**config.mk**
```make
export PLATFORM = sky130hd
export DESIGN_NAME = uart_parity_engine
export DESIGN_NICKNAME = d
export VERILOG_FILES = /design/src/rtl/uart_parity_engine.sv
export SDC_FILE = /design/constraint.sdc
export NUM_CORES = 1
export LEC_CHECK = 0
export ABC_AREA = 0
export BUFFER_PORTS_ARGS = -buffer_cell sky130_fd_sc_hd__buf_2
export CAP_MARGIN = 20
export CORE_MARGIN = 1
export CORE_UTILIZATION = 30
export DETAILED_ROUTE_END_ITERATION = 6
export GPL_ROUTABILITY_DRIVEN = 1
export PLACE_DENSITY = 0.52
export SYNTH_ARGS = -nofsm -noshare
export SYNTH_HDL_FRONTEND = slang
export SYNTH_SLANG_ARGS = --single-unit
```
**constraint.sdc**
```tcl
create_clock -name HCLK -period 4.2 [get_ports HCLK]
set_input_delay 0.42 -clock HCLK [delete_from_list [all_inputs] [get_ports HCLK]]
set_output_delay 0.42 -clock HCLK [all_outputs]
set_load 0.01 [all_outputs]
```
**src/rtl/uart_parity_engine.sv**
```systemverilog
// Bit-serial RX parity engine: assembles LSB-first data bits of configurable length,
// checks even/odd/mark/space parity and keeps sticky/counted error status.
module uart_parity_engine #(
  parameter int DATA_WIDTH    = 8,
  parameter int ERR_CNT_WIDTH = 8
) (
  input  logic                     HCLK,
  input  logic                     HRESET,
  input  logic                     cfg_parity_en,
  input  logic [1:0]               cfg_mode,
  input  logic [3:0]               cfg_data_len,
  input  logic                     parity_fault_injection,
  input  logic                     frame_start,
  input  logic                     bit_valid,
  input  logic                     bit_in,
  input  logic                     clr_err,
  output logic                     frame_done,
  output logic [DATA_WIDTH-1:0]    data_out,
  output logic                     PARITYERR,
  output logic                     err_sticky,
  output logic [ERR_CNT_WIDTH-1:0] err_count
);

  typedef enum logic [1:0] {
    ST_IDLE   = 2'd0,
    ST_DATA   = 2'd1,
    ST_PARITY = 2'd2,
    ST_DONE   = 2'd3
  } state_t;

  localparam logic [3:0] MAX_LEN = 4'(DATA_WIDTH);

  state_t                   state_reg, state_next;
  logic [3:0]               bit_cnt_reg;
  logic [3:0]               len_reg;
  logic [DATA_WIDTH-1:0]    shift_reg;
  logic                     acc_reg;
  logic                     par_en_reg;
  logic [1:0]               mode_reg;
  logic                     err_r_reg;
  logic                     err_sticky_reg;
  logic [ERR_CNT_WIDTH-1:0] err_cnt_reg;

  logic [3:0]               len_clamped;
  logic                     last_bit;
  logic                     expected_par;
  logic                     rx_par;
  logic [DATA_WIDTH-1:0]    bit_sel;

  assign len_clamped = ((cfg_data_len == 4'd0) || (cfg_data_len > MAX_LEN)) ? MAX_LEN : cfg_data_len;
  assign last_bit    = (bit_cnt_reg == (len_reg - 4'd1));
  assign rx_par      = bit_in ^ parity_fault_injection;

  // One-hot write strobe for the data bit at position bit_cnt
  genvar gi;
  generate
    for (gi = 0; gi < DATA_WIDTH; gi++) begin : g_sel
      assign bit_sel[gi] = (bit_cnt_reg == 4'(gi));
    end
  endgenerate

  always_comb begin
    expected_par = 1'b0;
    case (mode_reg)
      2'b00:   expected_par = acc_reg;
      2'b01:   expected_par = ~acc_reg;
      2'b10:   expected_par = 1'b1;
      default: expected_par = 1'b0;
    endcase
  end

  always_ff @(posedge HCLK) begin
    if (HRESET) begin
      state_reg <= ST_IDLE;
    end else begin
      state_reg <= state_next;
    end
  end

  always_comb begin
    state_next = state_reg;
    if (frame_start) begin
      state_next = ST_DATA;
    end else begin
      case (state_reg)
        ST_DATA: begin
          if (bit_valid && last_bit) begin
            state_next = par_en_reg ? ST_PARITY : ST_DONE;
          end
        end
        ST_PARITY: begin
          if (bit_valid) begin
            state_next = ST_DONE;
          end
        end
        ST_DONE: state_next = ST_IDLE;
        default: state_next = ST_IDLE;
      endcase
    end
  end

  always_comb begin
    frame_done = (state_reg == ST_DONE);
    PARITYERR  = (state_reg == ST_DONE) && err_r_reg;
    data_out   = shift_reg;
    err_sticky = err_sticky_reg;
    err_count  = err_cnt_reg;
  end

  // Frame datapath; frame_start restarts everything and masks a coincident bit
  always_ff @(posedge HCLK) begin
    if (HRESET) begin
      bit_cnt_reg <= 4'd0;
      len_reg     <= MAX_LEN;
      shift_reg   <= '0;
      acc_reg     <= 1'b0;
      par_en_reg  <= 1'b0;
      mode_reg    <= 2'b00;
      err_r_reg   <= 1'b0;
    end else if (frame_start) begin
      bit_cnt_reg <= 4'd0;
      len_reg     <= len_clamped;
      shift_reg   <= '0;
      acc_reg     <= 1'b0;
      par_en_reg  <= cfg_parity_en;
      mode_reg    <= cfg_mode;
      err_r_reg   <= 1'b0;
    end else begin
      if ((state_reg == ST_DATA) && bit_valid) begin
        shift_reg   <= shift_reg | (bit_sel & {DATA_WIDTH{bit_in}});
        acc_reg     <= acc_reg ^ bit_in;
        bit_cnt_reg <= bit_cnt_reg + 4'd1;
      end
      if ((state_reg == ST_PARITY) && bit_valid) begin
        err_r_reg <= (rx_par != expected_par) && par_en_reg;
      end
    end
  end

  // Status: a clear coinciding with an error leaves exactly that one error recorded
  always_ff @(posedge HCLK) begin
    if (HRESET) begin
      err_sticky_reg <= 1'b0;
      err_cnt_reg    <= '0;
    end else if ((state_reg == ST_DONE) && err_r_reg) begin
      err_sticky_reg <= 1'b1;
      if (clr_err) begin
        err_cnt_reg <= ERR_CNT_WIDTH'(1);
      end else if (!(&err_cnt_reg)) begin
        err_cnt_reg <= err_cnt_reg + ERR_CNT_WIDTH'(1);
      end
    end else if (clr_err) begin
      err_sticky_reg <= 1'b0;
      err_cnt_reg    <= '0;
    end
  end

endmodule

```
==> results_dict.tcl, run 1 <==
set metrics [dict create \
    start_util_pct 31.4 \
    dr.pass1.iters 4 \
    finClkSkew_ns 0.00832 \
    dr_wl_met2_um 1270 \
    ys_async_sr_fraction_pct 0 \
    p_seq_share_pct 45.8 \
    synth_cells 177 \
    critPathRequiredTime_ns 4.41 \
    p_sw_w 0.000144 \
    ys_seq_area_share_pct 42.9 \
    cts.clk_slew.worst_paths_ns 0.07 \
    vias_per_cell 4.60 \
    cts_buffers 5 \
    tightest_slew_ns 0.393 \
    gp_congestion 0.788 \
    syn-num-nets 200 \
    io_pins 33 \
    min_period_ns 1.81 \
    synth_top_cell_area_share_pct 42.9 \
    yosysTopAreaCell "dfxtp_1" \
    final_cell_mix "32 x nor2_1, 32 x dfxtp_1, 32 x buf_2, 19 x a21oi_1, 12 x xnor2_1" \
    num_antenna_cells 0 \
    start_kind "register" \
    h-tree-depth 2 \
    cap_violations 0 \
    port_buffers 32 \
    yosysUniqueCellTypes 26 \
    core_area_mm2 0.00475 \
    critPathArrivalTime_ns 2.02 \
    wl_met1_um 1430 \
    syn-cell-area_mm2 0.00149 \
    grtUsageTotal_pct 12.3 \
    post_cts_buffers 0 \
    clkSinkCount 32 \
    end_kind "register" \
    hold_path_class "in -> reg" \
    combPwrFrac_pct 7.1 \
    synth.avg_cell_area_um2 8.44 \
    synth-edff-count 0 \
    synth_flop_cell "dfxtp_1" \
    ctsRootBufferMaster "clkbuf_8" \
    nets 233 \
    vias 1280 \
    path_class "reg -> reg" \
    power_frac_clock_pct 47.1 \
    final_hold_viol_count 0 \
    fmax_mhz 553 \
    synth_area_leaders "dfxtp_1 43%, nor2_1 8.0%, ha_1 7.5%" \
    clk_latency_ns 0.28 \
    p_int_w 0.000540 \
    hpwl_um 2220 \
    dp_slack_ns 2.40 \
    ir_drop_uv 165 \
    synth.ff_latch_count 32 \
    layout_setup_ws_ns 2.39 \
    routed_wl_um 2920 \
    wire_per_inst_um 10.5 \
    setup_viol 0 \
    ctsHoldBuffers 0 \
    leakage_nw 0.760 \
    num-fill-cells 513 \
    wl_met3_um 170 \
    drc 0 \
    crit_path_max_fanout 4 \
    chipHeight_um 72.6 \
    dieArea_mm2 0.00527 \
    dieWidth_um 72.6 \
    rows 25 \
    top_layer_used "met4" \
    status "complete, no violations" \
    rsz0062_at_grt "no" \
    gr-total-overflow 0 \
    drtIter0Drc 33 \
    drive_gt1_share_pct 21.3 \
    cts_tree "yes" \
    sw_frac_of_total_pct 21.0 \
    yosys_warnings 0 \
    setup-tns-final_ns 0 \
    power.density_mw_per_mm2 372 \
    drtAntennaViolNets 0 \
    grt_pass1_wl_um 5020 \
    cts_max_path_buffers 2 \
    grt_max_degree 16 \
    grt_pass1_vias 1124 \
    cts_resized 0 \
    final_max_slew_viol_count 0 \
    slew-limit-headroom_pct 73.6 \
    finalCritPeriodShare_pct 43.1 \
    antenna_found_initial 0 \
    area_growth_pct 23.1 \
]
## critical path, cell delays in order, from the launching register on
cell and delay (ns):
dfxtp_1 0.39, inv_1 0.06, ha_1 0.30, xor2_1 0.14, nand3_1 0.09, o31a_1 0.34
or3_1 0.31, a21oi_1 0.12
## power groups by stage
| stage | combinational (W) | sequential, W | clock, W |
|---|---|---|---|
| after floorplan | 0.0000359 | 0.000319 | 0 |
| after global placement | 0.0000498 | 0.000320 | 0 |
| after detailed placement | 0.0000495 | 0.000320 | 0 |
| after CTS | 0.0000496 | 0.000313 | 0.000332 |
| after global routing | 0.0000557 | 0.000314 | 0.000346 |
| final | 0.0000489 | 0.000313 | 0.000322 |
## path summary, 6_finish.rpt
path                             startpoint           end  slack, ns  depth (start not counted)
worst max-delay path             len_reg[0]  state_reg[1]       2.39                          7
worst min-delay path            cfg_mode[1]   mode_reg[1]       0.37                          3
worst max register to register   len_reg[0]  state_reg[1]       2.39                          7
worst min register to register    err_r_reg     err_r_reg       0.46                          2
## cells by family after synthesis
logic type | Yosys count | share of synthesized area [%]
AND/OR/NAND/NOR | 68 | 20.9
flip-flops | 32 | 42.9
multiplexers | 5 | 3.35
adder cells (fa/ha/maj) | 9 | 7.54
XOR/XNOR | 16 | 9.38
AO/OA/AOI/OAI | 30 | 11.6
buffers and inverters | 17 | 4.44
## synthesized netlist by cell type, types with 2 or more instances
| cell | number |
|---|---|
| nor2_1 | 32 |
| a21oi_1 | 19 |
| dfxtp_1 | 32 |
| clkbuf_1 | 4 |
| nor3_1 | 6 |
| ha_1 | 9 |
| or2_2 | 3 |
| nand4_1 | 4 |
| inv_1 | 11 |
| a31oi_1 | 2 |
| nand2b_1 | 2 |
| xnor2_1 | 12 |
| xor2_1 | 4 |
| nand3_1 | 6 |
| nand2_1 | 10 |
| o21ai_0 | 3 |
| or3_1 | 2 |
| mux2i_1 | 5 |
| o31a_1 | 4 |
## stage by stage
| stage | std cells | hold WS [ns] | utilization [%] | total power (W) | area [um2] |
|---|---|---|---|---|---|
| detailed placement | 270 | 0.452 | 36.0 | 0.000370 | 1710 |
| CTS | 278 | 0.367 | 38.7 | 0.000694 | 1840 |
| finish | 278 | 0.371 | 38.7 | 0.000684 | 1840 |
| global route | 278 | 0.383 | 38.7 | 0.000715 | 1840 |
| global placement | 270 | 0.448 | 36.0 | 0.000370 | 1710 |
| floorplan | 177 | 0.432 | - | 0.000355 | 1490 |
## cell type report
cell class	instances	area [um2]	share of cell area, %
clock buffers	7	96.3	5.24
clock inverters	1	30.0	1.63
inverters	11	41.3	2.24
multi-input cells	128	787	42.8
flip-flops and latches	32	641	34.8
well taps	67	83.8	4.56
repair buffers	32	160	8.71
## metal layers
layer	GRT usage, %	vias to the layer above
met5	0	-
met2	18.9	35
met4	5.23	0
met1	16.3	575
li1	-	663
met3	3.33	7
Power figures use the tool's default switching activity.
==> inputs of run 2 (changes only) <==
--- a/config.mk
+++ b/config.mk
@@ -12,7 +12,7 @@
 export CORE_UTILIZATION = 30
 export DETAILED_ROUTE_END_ITERATION = 6
 export GPL_ROUTABILITY_DRIVEN = 1
-export PLACE_DENSITY = 0.52
+export PLACE_DENSITY = 0.54
 export SYNTH_ARGS = -nofsm -noshare
 export SYNTH_HDL_FRONTEND = slang
 export SYNTH_SLANG_ARGS = --single-unit
==> constraint.sdc (replaced) <==
create_clock -name HCLK -period 1.6 [get_ports HCLK]
set_input_delay 0.16 -clock HCLK [delete_from_list [all_inputs] [get_ports HCLK]]
set_output_delay 0.16 -clock HCLK [all_outputs]
set_load 0.01 [all_outputs]
==> run 2 against run 1 <==
- the flow now finishes with violations (negative setup slack)
- worst setup slack worse by 2.4 ns
- largest cell class unchanged
- highest routed layer unchanged
- critical endpoint unchanged
- maximum frequency up 9.4%
- cell count up 5.8%
- worst hold slack worse by 0.25 ns
- die area unchanged
- critical path depth unchanged
- combinational power rose to 2.9 times the previous value
- clock skew down 0.0043 ns
- first-iteration DRC count down 3.0%
- register-to-register slack worse by 2.4 ns
==> results_dict.tcl, run 2 (synthesis results as in run 1) <==
set metrics [dict create \
    hpwl_um 2420 \
    nets 249 \
    area_growth_pct 30.4 \
    dr.pass1.iters 4 \
    start_util_pct 31.4 \
    register_area_um2 643 \
    cts_buffers 5 \
    path_class "reg -> reg" \
    grt_max_degree 16 \
    core_area_mm2 0.00475 \
    crit_path_max_fanout 4 \
    status "complete, but fails checks" \
    drive_gt1_share_pct 29.5 \
    h-tree-depth 2 \
    fin_util_pct 41.0 \
    crit_buf_inv 1 \
    place_inst 285 \
    final_max_slew_viol_count 0 \
    cts_tree "yes" \
    end_kind "register" \
    num_antenna_cells 0 \
    cpPeakStageDelay_ns 0.34 \
    hold_path_class "in -> reg" \
    rows 25 \
    clk_latency_ns 0.28 \
    critPathArrivalTime_ns 1.86 \
    finClkSkew_ns 0.00403 \
    rsz0062_at_grt "yes" \
    wire_per_inst_um 11.0 \
    ir_drop_uv 302 \
    ctsRootBufferMaster "clkbuf_8" \
    grtUsageTotal_pct 13.6 \
    min_from "cfg_mode[1]" \
    routed_wl_um 3240 \
    critPathRequiredTime_ns 1.81 \
    gp_congestion 0.804 \
    min_period_ns 1.65 \
    chipHeight_um 72.6 \
    dieWidth_um 72.6 \
    leakage_nw 0.823 \
    drtAntennaViolNets 0 \
    power.density_mw_per_mm2 818 \
    clkSinkCount 32 \
    tightest_slew_ns 0.295 \
    num-fill-cells 510 \
    critPathLaunch "len_reg[1]" \
    setup_viol 1 \
    gr-total-overflow 0 \
    final_cells 294 \
    vias 1322 \
    grt_pass1_wl_um 5490 \
    violations "negative setup slack" \
    crit_slowest_cell "dfxtp_2" \
    vias_per_cell 4.50 \
    finalCritPeriodShare_pct 103 \
    start_kind "register" \
    ctsHoldBuffers 0 \
    fmax_mhz 605 \
    dieArea_mm2 0.00527 \
    final_hold_viol_count 0 \
    cap_violations 0 \
    rr_startpoint "len_reg[1]" \
    cts.clk_slew.worst_paths_ns 0.06 \
    final_cell_mix "32 x nor2_1, 32 x buf_2, 30 x dfxtp_1, 19 x a21oi_1, 16 x buf_4" \
    slew-limit-headroom_pct 80.1 \
    antenna_found_initial 0 \
    grt_pass1_vias 1230 \
    reg2reg_setup_slack_ns -0.05 \
    cpLargestDelayFamily "simple AND/OR/NAND/NOR gates" \
    io_pins 33 \
    drtIter0Drc 32 \
    port_buffers 32 \
    layout_setup_ws_ns -0.0534 \
    drc 0 \
    path_cells "inv_2, ha_4, xor2_1, nand3_1, o31a_1, or3_1, a21oi_1" \
    placed_cell_area_mm2 0.00183 \
    fin_area_mm2 0.00195 \
    cts_max_path_buffers 2 \
    multi_input_area_um2 810 \
]
## run 2: cell type report
| cell class | count | share of cell area [%] |
|---|---|---|
| clock buffers | 8 | 4.62 |
| inverters | 11 | 2.12 |
| multi-input cells | 128 | 41.6 |
| flip-flops and latches | 32 | 33.0 |
| well taps | 67 | 4.30 |
| repair buffers | 48 | 14.4 |
## run 2: stage by stage
step / hold WS (ns) / power (W) / setup TNS (ns) / setup WS (ns)
3_3_place_gp: 0.402 / 0.000977 / -0.0129 / -0.0129
3_5_place_dp: 0.405 / 0.000979 / -0.0762 / -0.0613
2_1_floorplan: 0.301 / 0.000932 / -0.00579 / -0.00579
6_report: 0.117 / 0.00159 / -0.0534 / -0.0534
5_1_grt: 0.116 / 0.00169 / -0.251 / -0.150
4_1_cts: 0.111 / 0.00162 / -0.0549 / -0.0549
## run 2: repair_timing
item	CTS	global route
pin swaps	1	2
gates resized for setup	4	3
setup buffers	0	1
endpoints found under the setup margin	2	10
## run 2: worst paths after layout
kind                   to  cells after the start
max          state_reg[1]                      7
min           mode_reg[1]                      3
max reg2reg  state_reg[1]                      7
min reg2reg     err_r_reg                      2
## run 2: tightest hold or removal path, delay by kind of cell
kind          cells  cell delay [ns]
simple gates      1             0.07
mux               1             0.05
buf+inv           1             0.07
## run 2: per-layer routing
layer	GRT usage (%)	routed length, um	vias to the layer above
li1	-	-	687
met4	5.88	44	0
met1	16.2	1560	605
met2	22.6	1530	26
met5	0	0	-
met3	4.17	103	4
## run 2: report_power, final
| group | internal (W) | total (W) | switching [W] | leakage (nW) |
|---|---|---|---|---|
| Combinational | 0.0000684 | 0.000143 | 0.0000749 | 0.517 |
| Clock | 0.000350 | 0.000628 | 0.000278 | 0.0455 |
| Sequential | 0.000811 | 0.000821 | 0.0000102 | 0.260 |
==> inputs of run 3 (changes only) <==
--- a/config.mk
+++ b/config.mk
@@ -6,13 +6,13 @@
 export NUM_CORES = 1
 export LEC_CHECK = 0
 export ABC_AREA = 0
-export BUFFER_PORTS_ARGS = -buffer_cell sky130_fd_sc_hd__buf_2
+export BUFFER_PORTS_ARGS = -buffer_cell sky130_fd_sc_hd__buf_4
 export CAP_MARGIN = 20
 export CORE_MARGIN = 1
 export CORE_UTILIZATION = 30
 export DETAILED_ROUTE_END_ITERATION = 6
 export GPL_ROUTABILITY_DRIVEN = 1
-export PLACE_DENSITY = 0.54
+export PLACE_DENSITY = 0.59
 export SYNTH_ARGS = -nofsm -noshare
 export SYNTH_HDL_FRONTEND = slang
 export SYNTH_SLANG_ARGS = --single-unit
==> run 3 against run 2 <==
- the run still ends with negative setup slack left
- cell count fell by 1.0%
- first-iteration DRC count is 38% higher
- combinational power up 11%
- routed wire length rose by 0.56%
- via count decreased by 0.30%
- core utilization grew 1.9 points
- sequential cell count stayed put
- clock power increased by 20%
- sequential share of layout area shrank 1.4 points
- non-clock buffer count down 3
- maximum frequency up 1.8%
- worst hold slack better by 0.0040 ns
- critical path type unchanged
- largest cell class unchanged
- largest power group unchanged
==> results_dict.tcl, run 3 (synthesis results as in run 1) <==
set metrics [dict create \
    start_util_pct 31.4 \
    start_kind "register" \
    area_growth_pct 36.5 \
    grtUsageTotal_pct 13.8 \
    hold_path_class "in -> reg" \
    cts_max_path_buffers 2 \
    gr-total-overflow 0 \
    grt_max_degree 16 \
    drtIter0Drc 44 \
    ctsRootBufferMaster "clkbuf_8" \
    gp_congestion 0.782 \
    drive_gt1_share_pct 30.8 \
    grt_pass1_wl_um 5570 \
    cts.clk_slew.worst_paths_ns 0.06 \
    crit_slowest_cell "or3_4" \
    status "complete, but fails checks" \
    power.density_mw_per_mm2 852 \
    finalCritPeriodShare_pct 101 \
    setup_viol 1 \
    fmax_mhz 616 \
    finClkSkew_ns 0.00799 \
    final_common_cell "buf_4" \
    num_antenna_cells 0 \
    dr.pass1.iters 4 \
    fin_area_mm2 0.00204 \
    path_cells "inv_2, ha_4, xor2_1, nand3_1, o31a_1, or3_4, a21oi_2" \
    clk_latency_ns 0.28 \
    placed_cell_area_mm2 0.00188 \
    tightest_slew_ns 0.305 \
    final_cells 291 \
    hpwl_um 2450 \
    grt_pass1_vias 1199 \
    leakage_nw 0.837 \
    crit_path_max_fanout 3 \
    dieWidth_um 72.6 \
    path_class "reg -> reg" \
    h-tree-depth 2 \
    fin_util_pct 42.9 \
    wire_per_inst_um 11.2 \
    nets 246 \
    chipHeight_um 72.6 \
    core_area_mm2 0.00475 \
    dieArea_mm2 0.00527 \
    min_period_ns 1.62 \
    rows 25 \
    ir_drop_uv 523 \
    whs_ns 0.121 \
    final_hold_viol_count 0 \
    clkSinkCount 32 \
    vias 1318 \
    final_max_slew_viol_count 0 \
    cts_tree "yes" \
    cap_violations 0 \
    end_kind "register" \
    place_inst 282 \
    cts_buffers 5 \
    slew-limit-headroom_pct 79.5 \
    critPathRequiredTime_ns 1.81 \
    final_cell_mix "45 x buf_4, 32 x nor2_1, 29 x dfxtp_1, 18 x a21oi_1, 11 x xnor2_1" \
    critPathArrivalTime_ns 1.83 \
    antenna_found_initial 0 \
    violations "negative setup slack" \
    layout_setup_ws_ns -0.0235 \
    routed_wl_um 3260 \
    cpPeakStageDelay_ns 0.34 \
    drtAntennaViolNets 0 \
    drc 0 \
    vias_per_cell 4.53 \
    port_buffers 32 \
    io_pins 33 \
    rsz0062_at_grt "yes" \
]
==> run 3: cell types whose count changed in the layout (fill, tap and decap cells not counted), moves of 2 or more <==
cell / delta
buf_4: +29
ha_2: -2
buf_2: -32
o21ai_0: -2
ha_1: +2
==> run 3: area by class of cell <==
cell class / count / area, um2
sequential: 32 / 644
fill: 515 / 2720
clock inverter: 2 / 35.0
inverter: 11 / 41.3
clock buffer: 6 / 72.6
timing repair buffer: 45 / 338
tap: 67 / 83.8
multi-input combinational: 128 / 825
==> run 3: path summary, 6_finish.rpt <==
check | start | to | slack (ns) | cells after the start
worst max-delay path | len_reg[1] | state_reg[1] | -0.02 | 7
worst min-delay path | cfg_mode[1] | mode_reg[1] | 0.12 | 3
worst max register to register | len_reg[1] | state_reg[1] | -0.02 | 7
worst min register to register | err_r_reg | err_r_reg | 0.46 | 2
==> run 3: repair_timing <==
| item | in CTS | in global routing |
|---|---|---|
| hold buffers | 0 | 0 |
| endpoints found under the hold margin | 0 | 0 |
| setup endpoints to repair | 2 | 5 |
| gates resized for setup | 4 | 9 |
| pin swaps | 0 | 2 |
| buffers inserted | 1 | 0 |
==> run 3: metrics by stage <==
stage / TNS [ns] / power, W / setup slack, ns
global route: -0.142 / 0.00182 / -0.115
global placement: -0.0106 / 0.000985 / -0.0106
floorplan: -0.00579 / 0.000932 / -0.00579
detailed placement: -0.0461 / 0.000987 / -0.0448
CTS: -0.0445 / 0.00175 / -0.0445
finish: -0.0235 / 0.00174 / -0.0235
==> run 3: layer usage <==
| metal | GRT usage [%] | vias up | share of wire (%) |
|---|---|---|---|
| met5 | 0 | - | 0 |
| met3 | 4.03 | 2 | 4.5 |
| met1 | 17.8 | 606 | 48 |
| met2 | 21.4 | 25 | 46 |
| met4 | 5.88 | 0 | 1.1 |
| li1 | - | 685 | - |
==> run 3: power by group <==
group	internal [W]	total [W]	switching, W	leakage [nW]
combinational	0.0000820	0.000159	0.0000774	0.521
clock	0.000462	0.000755	0.000293	0.0552
sequential	0.000811	0.000822	0.0000116	0.260
==> run 3: worst max-delay path: cells and delay by family, from the launching register on <==
kind / cells / cell delay [ns]
xor gates and xnor gates: 1 / 0.13
DFF: 1 / 0.33
adders and majority gates: 1 / 0.25
AOI/OAI and AO/OA: 2 / 0.38
buffers and inverters: 1 / 0.04
and+or+nand+nor: 2 / 0.42
